### src/rtl/jump_motion.sv
// jump_motion: latches a jump length and animates one jump over 2**FLIGHT_LOG2 ticks.
// Define JUMP_LAND_HOLD_EN to add a LAND state that holds busy for LAND_TICKS ticks.
module jump_motion #(
    parameter int FLIGHT_LOG2 = 5,
    parameter int H_SHIFT     = 2,
    parameter int MAX_LEN     = 800
`ifdef JUMP_LAND_HOLD_EN
   ,parameter int LAND_TICKS  = 8
`endif
) (
    input  logic       clk,
    input  logic       clean_n,
    input  logic       tick,
    input  logic       start,
    input  logic [9:0] length,
    output logic       busy,
    output logic       done,
    output logic [9:0] jump_x,
    output logic [9:0] jump_y
);

    localparam int T  = 1 << FLIGHT_LOG2;
    localparam int TW = FLIGHT_LOG2 + 1;
    localparam int AW = 10 + FLIGHT_LOG2;

`ifdef JUMP_LAND_HOLD_EN
    localparam int LW = $clog2(LAND_TICKS + 1);
    typedef enum logic [1:0] {IDLE, FLY, LAND} state_t;
    logic [LW-1:0] lcnt_q, lcnt_d;
`else
    typedef enum logic {IDLE, FLY} state_t;
`endif

    state_t          state_q, state_d;
    logic [TW-1:0]   t_q, t_d;
    logic [AW-1:0]   acc_q, acc_d;
    logic [9:0]      len_q, len_d;
    logic [9:0]      x_q, x_d;
    logic [9:0]      y_q, y_d;
    logic            busy_q, busy_d;
    logic            done_q, done_d;

    logic [TW-1:0]   t_inc;
    logic [TW-1:0]   t_rem;
    logic [2*TW-1:0] prod;
    logic [AW-1:0]   acc_sum;

    // Next-state and next-output computation for the jump sequencer
    always_comb begin
        state_d = state_q;
        t_d     = t_q;
        acc_d   = acc_q;
        len_d   = len_q;
        x_d     = x_q;
        y_d     = y_q;
        busy_d  = busy_q;
        done_d  = 1'b0;
`ifdef JUMP_LAND_HOLD_EN
        lcnt_d  = lcnt_q;
`endif
        t_inc   = t_q + TW'(1);
        t_rem   = TW'(T) - t_inc;
        prod    = {{TW{1'b0}}, t_inc} * {{TW{1'b0}}, t_rem};
        acc_sum = acc_q + AW'(len_q);

        case (state_q)
            IDLE: begin
                if (start) begin
                    len_d   = (length > 10'(MAX_LEN)) ? 10'(MAX_LEN) : length;
                    t_d     = '0;
                    acc_d   = '0;
                    x_d     = '0;
                    y_d     = '0;
                    busy_d  = 1'b1;
                    state_d = FLY;
                end
            end
            FLY: begin
                if (tick) begin
                    t_d   = t_inc;
                    acc_d = acc_sum;
                    x_d   = 10'(acc_sum >> FLIGHT_LOG2);
                    y_d   = 10'(prod >> H_SHIFT);
                    if (t_inc == TW'(T)) begin
                        x_d = len_q;
                        y_d = '0;
`ifdef JUMP_LAND_HOLD_EN
                        lcnt_d  = '0;
                        state_d = LAND;
`else
                        busy_d  = 1'b0;
                        done_d  = 1'b1;
                        state_d = IDLE;
`endif
                    end
                end
            end
`ifdef JUMP_LAND_HOLD_EN
            LAND: begin
                if (tick) begin
                    lcnt_d = lcnt_q + LW'(1);
                    if (lcnt_d == LW'(LAND_TICKS)) begin
                        busy_d  = 1'b0;
                        done_d  = 1'b1;
                        state_d = IDLE;
                    end
                end
            end
`endif
            default: state_d = IDLE;
        endcase
    end

    // State and registered outputs; synchronous reset wins over everything
    always_ff @(posedge clk) begin
        if (!clean_n) begin
            state_q <= IDLE;
            t_q     <= '0;
            acc_q   <= '0;
            len_q   <= '0;
            x_q     <= '0;
            y_q     <= '0;
            busy_q  <= 1'b0;
            done_q  <= 1'b0;
`ifdef JUMP_LAND_HOLD_EN
            lcnt_q  <= '0;
`endif
        end else begin
            state_q <= state_d;
            t_q     <= t_d;
            acc_q   <= acc_d;
            len_q   <= len_d;
            x_q     <= x_d;
            y_q     <= y_d;
            busy_q  <= busy_d;
            done_q  <= done_d;
`ifdef JUMP_LAND_HOLD_EN
            lcnt_q  <= lcnt_d;
`endif
        end
    end

    assign busy   = busy_q;
    assign done   = done_q;
    assign jump_x = x_q;
    assign jump_y = y_q;

endmodule

### config.mk
export PLATFORM = sky130hd
export DESIGN_NAME = jump_motion
export DESIGN_NICKNAME = d
export VERILOG_FILES = /design/src/rtl/jump_motion.sv
export SDC_FILE = /design/constraint.sdc
export NUM_CORES = 1
export LEC_CHECK = 0
export ABC_CLOCK_PERIOD_IN_PS = 5600
export CORE_ASPECT_RATIO = 1.75
export CORE_MARGIN = 2
export CORE_UTILIZATION = 35
export CTS_BUF_LIST = sky130_fd_sc_hd__clkbuf_4
export CTS_CLUSTER_DIAMETER = 120
export DETAILED_ROUTE_END_ITERATION = 8
export PLACE_DENSITY = 0.59
export SYNTH_ARGS = -nofsm -noshare
export SYNTH_HDL_FRONTEND = slang
export SYNTH_SLANG_ARGS = --single-unit
### constraint.sdc
create_clock -name clk -period 5.6 [get_ports clk]
set_input_delay 1.4 -clock clk [delete_from_list [all_inputs] [get_ports clk]]
set_output_delay 1.4 -clock clk [all_outputs]
set_load 0.02 [all_outputs]
# Word-level counts from Yosys, hierarchy flattened
# Index checks and enable logic that the tools add are counted.
dict set report totals {
  register_bits 54
  inputBits 14
  out_inout_bits 22
  wordCells 45
}
dict set report classes {
  add_sub_neg 3
  multipliers 1
  magnitude_cmp 1
  n_eq_ne 4
  mux 23
  bitwise 1
  reduce_logical 4
}
# cell count
set ops {}
lappend ops {{$mux W10} 6}
lappend ops {{$pmux W10 S2} 2}
lappend ops {{$mux W15} 2}
lappend ops {{$pmux W15 S2} 1}
lappend ops {{$add A15 B10 Y15} 1}
lappend ops {{$mul A6 B6 Y12} 1}
lappend ops {{$mux W6} 2}
lappend ops {{$pmux W6 S2} 1}
lappend ops {{$gt A10 B10 Y1 const B} 1}
lappend ops {{$mux W1} 7}
lappend ops {{$add A6 B1 Y6 const B} 1}
lappend ops {{$eq A6 B6 Y1 const B} 1}
lappend ops {{$reduce_and A3 Y1} 2}
lappend ops {{$sub A6 B6 Y6 const A} 1}
lappend ops {{$ne A2 B2 Y1 const B} 2}
lappend ops {{$pmux W1 S2} 2}
lappend ops {{$reduce_and A2 Y1} 2}
lappend ops {{$ne A2 B1 Y1 const B} 1}
lappend ops {{$not A1 Y1} 1}

# Depth between registers and ports, before layout
# Gate-level depths: netlist of the first run.
dict set report depth {
  depth_word 6
  ltp_mapped 20
  ltp_nobuf 20
}

# Worst setup path before layout of the first run
# OpenSTA, ideal clock, no wires.
dict set report synth_path {
  path_kind {register to register}
  start {register t_q[1]}
  end {register y_q[8] (netlist: jump_y[8])}
  setup_time_ps 117
  arrival_time_ps 4974
  required_ps 5483
  path_slack_ps 509
  path_stages_with_launch 21
  path_buffers 0
  period_less_slack_ps 5091
  path_cell_list {dfxtp_1 > ha_1 > xnor2_1 > inv_1 > or3_1 > inv_1 > nand3_1 > ha_1 > nand2b_1 > fa_1 > inv_1 > fa_1 > inv_1 > fa_1 > inv_1 > ha_1 > o21a_1 > a2111oi_0 > nor3_1 > xor2_1 > a32o_1}
}
dict set report synth_via {
  elab_chain_cells 6
  elab_cells_between_ends 7
  cone_classes {add/sub: 2; mul: 1; eq/ne: 1; mux: 3}
}
# element line
set synth_lines {}
lappend synth_lines {{from (decl)} 35} ;# logic [TW-1:0] t_q, t_d;
lappend synth_lines {{from (signal assigned)} 130} ;# t_q <= t_d;
lappend synth_lines {{$add A6 B1 Y6 *} 61} ;# t_inc = t_q + TW'(1);
lappend synth_lines {{$sub A6 B6 Y6} 62} ;# t_rem = TW'(T) - t_inc;
lappend synth_lines {{$mul A6 B6 Y12} 63} ;# prod = {{TW{1'b0}}, t_inc} * {{TW{1'b0}}, t_rem};
lappend synth_lines {{$mux W10 *} 84} ;# if (t_inc == TW'(T)) begin
lappend synth_lines {{$mux W10 *} 79} ;# if (tick) begin
lappend synth_lines {{$pmux W10 S2 *} 66} ;# case (state_q)
lappend synth_lines {{to (signal assigned)} 134} ;# y_q <= y_d;
lappend synth_lines {{to (decl)} 39} ;# logic [9:0] y_q, y_d;
# Every way passes the cells marked *; elsewhere a longest branch is shown, timed or not. The select of a mux whose other input is x is not followed.
# A chain may end at the register's enable or synchronous reset.

# Worst setup path in the final report of the first run
# Same ends and word-level chain as after synthesis.

==> impl_metrics.yaml, run 1 <==
outcome:
  status: "finished clean"
setup_path:
  required_ps: 5910
  path_max_fanout: 10
  critPathKind: "flip-flop to flip-flop"
  end_kind: "flip-flop"
  start_kind: "flip-flop"
  arrival_ps: 5610
yosys:
  netlist_area_mm2: 0.00382
  yosys_warnings: 0
  synth_common_cells: "nor2_1, dfxtp_1, inv_1"
  synthDistinctLibCells: 55
  synth_area_per_cell_um2: 8.39
  yosysMostFrequentCell: "nor2_1"
  synth_edf_count: 0
  synthCells: 455
  ys_async_sr_fraction: 0
  synthTopCellsByArea: "dfxtp_1, ha_1, fa_1, a22oi_1, nor2_1"
  synthFlopType: "dfxtp_1"
  synth_nets: 522
  synth_seq_cells: 54
  yosysTopAreaCellShare: 0.283
  yosysTopAreaCell: "dfxtp_1"
  ys_seq_area_frac: 0.283
timing:
  slew_viol_final: 0
  hold_slack_ps: 470
  max_clock_freq_mhz: 189
  post-route-min-period_ps: 5300
  min_period_over_period: 0.946
  final_hold_viol_count: 0
  worst_pin_slew_ps: 873
  final.setup.tns_ps: 0
  slew_headroom: 0.418
  rsz0062_at_grt: "no"
  finalClockSkew_ps: 7.64
  final.setup.worst_slack_ps: 300
  setup_viol: 0
grt:
  antenna_found_initial: 1
  grt_pass1_wl_um: 15500
  grt_remaining_overflow: 0
  grtUsageMet1: 0.162
  grt_pass1_vias: 3286
  grt_usage: 0.163
  met3_usage: 0.0174
  grt_max_degree: 47
  grtUsageMet2: 0.338
  top_usage_layer: "met2"
layout:
  finalNetCount: 552
  stdcell_area_mm2: 0.00436
  layoutNonFillerInstCount: 617
  drive_gt1_frac: 0.0638
  regArea_mm2: 0.00108
  final_core_util: 0.408
  area_growth_syn_to_layout_pct: 14.2
  multiInputGateArea_mm2: 0.00249
  num-fill-cells: 1095
floorplanning:
  io_pins: 36
  start_util: 0.357
  floorplan.rows: 50
  die_area_mm2: 0.0118
  die_width_um: 83.0
  core_mm2: 0.0107
  die_h_um: 142
placement:
  place_area_mm2: 0.00430
  io_buffers: 35
  place_ws_ps: 237
  gp_congestion: 0.848
  dp.cells: 608
  hpwl_um: 7280
drt:
  wl_per_cell_um: 15.5
  first_pass_iters: 4
  wl_um: 9560
  vias_per_cell: 5.35
  drc_errors: 0
  vias: 3301
  antenna_left: 0
  drt_iter0_drc: 190
clock_tree:
  cts_htree_levels: 2
  cts_tree: "built"
  clock_sinks: 54
  cts_root_buf: "clkbuf_4"
  cts_max_path_buffers: 2
  cts_buffers: 5
  cts_hold_buf: 0
  clk_pin_slew_ps: 170
  clkLatencyLatePin_ps: 390
hold_path:
  min_path_type: "flip-flop to flip-flop"
power_and_ir_drop:
  power_density_mw_per_mm2: 161
  vdd_drop_max_uv: 140
  totalPowerFinal_mw: 0.701
  p_leak_nw: 1.87
run:
  maxCapViolCount: 0
repair_timing:
action / CTS / global route
setup buffers: 0 / 0
gates resized for setup: 0 / 1
endpoints found under the setup margin: 0 / 1
power breakdown:
part / internal, mW / switching, mW
Clock: 0.0495 / 0.136
Sequential: 0.394 / 0.00774
Combinational: 0.0444 / 0.0703
metal layers:
metal / up-vias / wire length (um)
li1: 1632 / -
met1: 1600 / 3570
met2: 58 / 5580
met3: 11 / 224
met4: 0 / 184
met5: - / 0
cells in the final DEF, fill, tap and decap left out, types with 8 or more instances in the layout:
master | synthesis | routed
nor2_1 | 56 | 55
dfxtp_1 | 54 | 54
inv_1 | 46 | 46
ha_1 | 36 | 35
clkdlybuf4s50_1 | 0 | 35
nand2_1 | 28 | 28
a22oi_1 | 28 | 28
a21oi_1 | 24 | 24
nand3_1 | 17 | 17
fa_1 | 17 | 17
o21ai_0 | 15 | 15
xnor2_1 | 12 | 12
nor2b_1 | 11 | 11
xor2_1 | 10 | 10
or3_1 | 8 | 8
logic make-up after synthesis:
| kind of cell | synth area share |
|---|---|
| AND/OR/NAND/NOR | 0.206 |
| AO/OA/AOI/OAI | 0.187 |
| buffers and inverters | 0.0662 |
| flip-flops | 0.283 |
| adder cells (fa/ha/maj) | 0.207 |
| XOR/XNOR | 0.0505 |
sequential cells by signal (all words and copies together) (netlist names):
name,cells
acc_q,15
busy,1
done,1
jump_x,10
jump_y,10
len_q,10
state_q,1
t_q,6
layout make-up:
class	count	share of cell area
inverters	46	0.0396
clock buffers	5	0.00861
clock inverters	3	0.00459
repair buffers	41	0.0906
well taps	130	0.0373
diodes	1	0.000574
flip-flops and latches	54	0.248
multi-input cells	337	0.571
final timing paths:
check / start / slack [ps] / to / cells past startpoint
worst max-delay path: t_q[1] / 300 / jump_y[8] / 20
worst min-delay path: acc_q[9] / 470 / acc_q[9] / 2
worst max register to register: t_q[1] / 300 / jump_y[8] / 20
worst min register to register: acc_q[9] / 470 / acc_q[9] / 2
worst max-delay path, stage by stage (launching register included):
cell and delay [ps]:
dfxtp_1 530, ha_2 340, xnor2_1 190, inv_1 80, or3_1 370, inv_1 70
nand3_1 80, ha_1 340, nand2b_1 180, fa_1 530, inv_1 60, fa_1 520
inv_1 50, fa_1 530, inv_1 40, ha_1 320, o21a_1 130, a2111oi_0 390
nor3_1 110, xor2_1 160, a32o_1 210
(Power assumes the default switching activity.)
==> inputs of run 2 (changes only) <==
--- a/config.mk
+++ b/config.mk
@@ -13,6 +13,7 @@
 export CTS_CLUSTER_DIAMETER = 120
 export DETAILED_ROUTE_END_ITERATION = 8
 export PLACE_DENSITY = 0.59
+export SKIP_CTS_REPAIR_TIMING = 1
 export SYNTH_ARGS = -nofsm -noshare
 export SYNTH_HDL_FRONTEND = slang
 export SYNTH_SLANG_ARGS = --single-unit
==> results of run 2 <==
Final layout, timing and power as in run 1 (identical DEF).
==> edit, RTL diff (flow settings as in run 2) <==
Put one more register stage on the output `jump_x`. The value now appears one clock later. The other outputs are not delayed to match.
--- a/src/rtl/jump_motion.sv
+++ b/src/rtl/jump_motion.sv
@@ -143,5 +143,7 @@
     assign busy   = busy_q;
     assign done   = done_q;
-    assign jump_x = x_q;
+    always_ff @(posedge clk) begin
+        jump_x <= x_q;
+    end
     assign jump_y = y_q;
 
Behaviour: not the same (Yosys sat finds a counterexample within 4 cycles, from zero or initial values).
==> edit against run 2 <==
Area after synthesis is 3.5% higher. Critical path depth is 1 higher. Worst setup slack better by 0.13 ns. Sequential cell count is 10 higher. Worst hold slack worse by 0.11 ns. Cell area is 4.3% higher. Clock skew is 0.0022 ns higher. Non-clock buffer count is 2 lower. Wire length is 0.49% lower. Die area is 3.3% higher. First-iteration DRC count is 32% lower. Power is 28% higher. Fmax is 2.4% higher. Count of clock-buffer cells in the layout is 5 higher. Critical path type unchanged. Largest power group unchanged. Highest routed layer unchanged.
==> edit: results (changes against run 2) <==
Status
  – Status: finished clean

Placement
  – Placed cells: 609 (+0.16%)
  – Dpl hpwl: 7320 µm (+0.48%)

Worst setup path
  – Flop2flop setup slack: 0.43 ns (+0.13 ns)
  – Critical Path Sink: jump_y[7]
  – Worst EP arrival: 5.47 ns (-0.14 ns)
  – Reg2Reg Depth: 21 (+5.0%)
  – Top Family by Delay on Critical Path: adder cells

Yosys
  – Largest cells by area after synthesis: dfxtp_1 (32%), ha_1 (11%), fa_1 (8.6%), nor2_1 (6.0%), a22oi_1 (5.5%)
  – Top cells by count, synth: dfxtp_1 (64), nor2_1 (63), inv_1 (43), ha_1 (36), a22oi_1 (29)
  – Post-synthesis cell count: 458 (+0.66%)
  – Register area share after synthesis: 32.4% (+4.1 points)
  – Xor/xnor cell area share of the yosys netlist: 5.32% (+0.27 points)
  – Multiplexer share of the synthesized area: 0.507% (+0.51 points)
  – Synth Area in Adders: 20.0% (-0.70 points)
  – Net Count, Synth: 525 (+0.57%)
  – Synth unique cells: 54 (-1.8%)

Finish
  – Layout non-clock buf frac: 8.36% (-0.71 points)
  – Clock tree cell share of total cell area: 2.97% (+1.6 points)
  – Nets: 555 (+0.54%)
  – Fill cells: 1141 (+4.2%)
  – Seq/total area: 28.2% (+3.4 points)
  – Share of cells above drive strength 1: 5.27% (-1.1 points)
  – Clkbuf count: 10 (+5)
  – #MultiIn Comb: 331 (-1.8%)
  – Non-clock inverters: 43 (-6.5%)
  – Buffers, non-clock: 39 (-4.9%)
  – Sequential cell count: 64 (+19%)
  – Multi-input gate share of total cell area: 53.3% (-3.8 points)

Timing
  – Skew final: 0.00984 ns (+0.00220 ns)
  – Max Slew Vio Count: 0 (unchanged)
  – Worst slew margin: 45.6% (+3.8 points)

Global route
  – Largest net degree at the start of global routing: 40 (-15%)
  – Vias in the first global route: 3372 (+2.6%)
  – GRT Util Overall: 17.0% (+0.71 points)
  – First-pass GRT wire length: 16300 µm (+4.8%)

Worst hold path
  – Min-delay src: x_q[1]
  – Worst Hold Endpoint: jump_x[1]
  – Hold-critical path depth: 0 (-2)

Route
  – Drt via density: 5.22 (-2.5%)
  – DR iter-0 viols: 130 (-32%)
  – Post-DR wirelength/cell: 15.2 µm (-1.9%)
  – Vias: 3266 (-1.1%)

Clock tree
  – Clk pin slew, worst setup/hold paths: 0.11 ns (-0.06 ns)
  – Worst-Skew Late Latency: 0.42 ns (+0.03 ns)
  – CTS H-tree depth: 3 (+1)
  – Num CTS Buffers: 9 (+4)

Pwr
  – Leakage power total: 0.00194 µW (+3.9%)
[edit: where the power goes]
part | total (µW) | switching, µW | leakage, µW | internal [µW]
registers | 474 | 9.15 | 0.000519 | 465
clock network | 312 | 173 | 0.0000738 | 139
logic | 113 | 69.2 | 0.00135 | 44.3
[edit: metrics by stage]
step / util, % / cell area, µm² / power [µW] / setup WS, ns / hold WS, ns
floorplan: - / 3950 / 555 / 0.669 / 0.331
global placement: 39.9 / 4410 / 597 / 0.415 / 0.339
detailed placement: 39.9 / 4410 / 599 / 0.297 / 0.340
CTS: 41.2 / 4540 / 916 / 0.274 / 0.360
global route: 41.2 / 4550 / 948 / 0.0329 / 0.371
finish: 41.2 / 4550 / 899 / 0.427 / 0.357
[edit: per-layer routing]
metal,share of wire (%),up-vias,track usage (%)
met5,0,-,0
met4,2.9,0,8.83
met3,3.2,20,2.57
met2,56,56,32.4
met1,38,1546,17.6
li1,-,1644,-
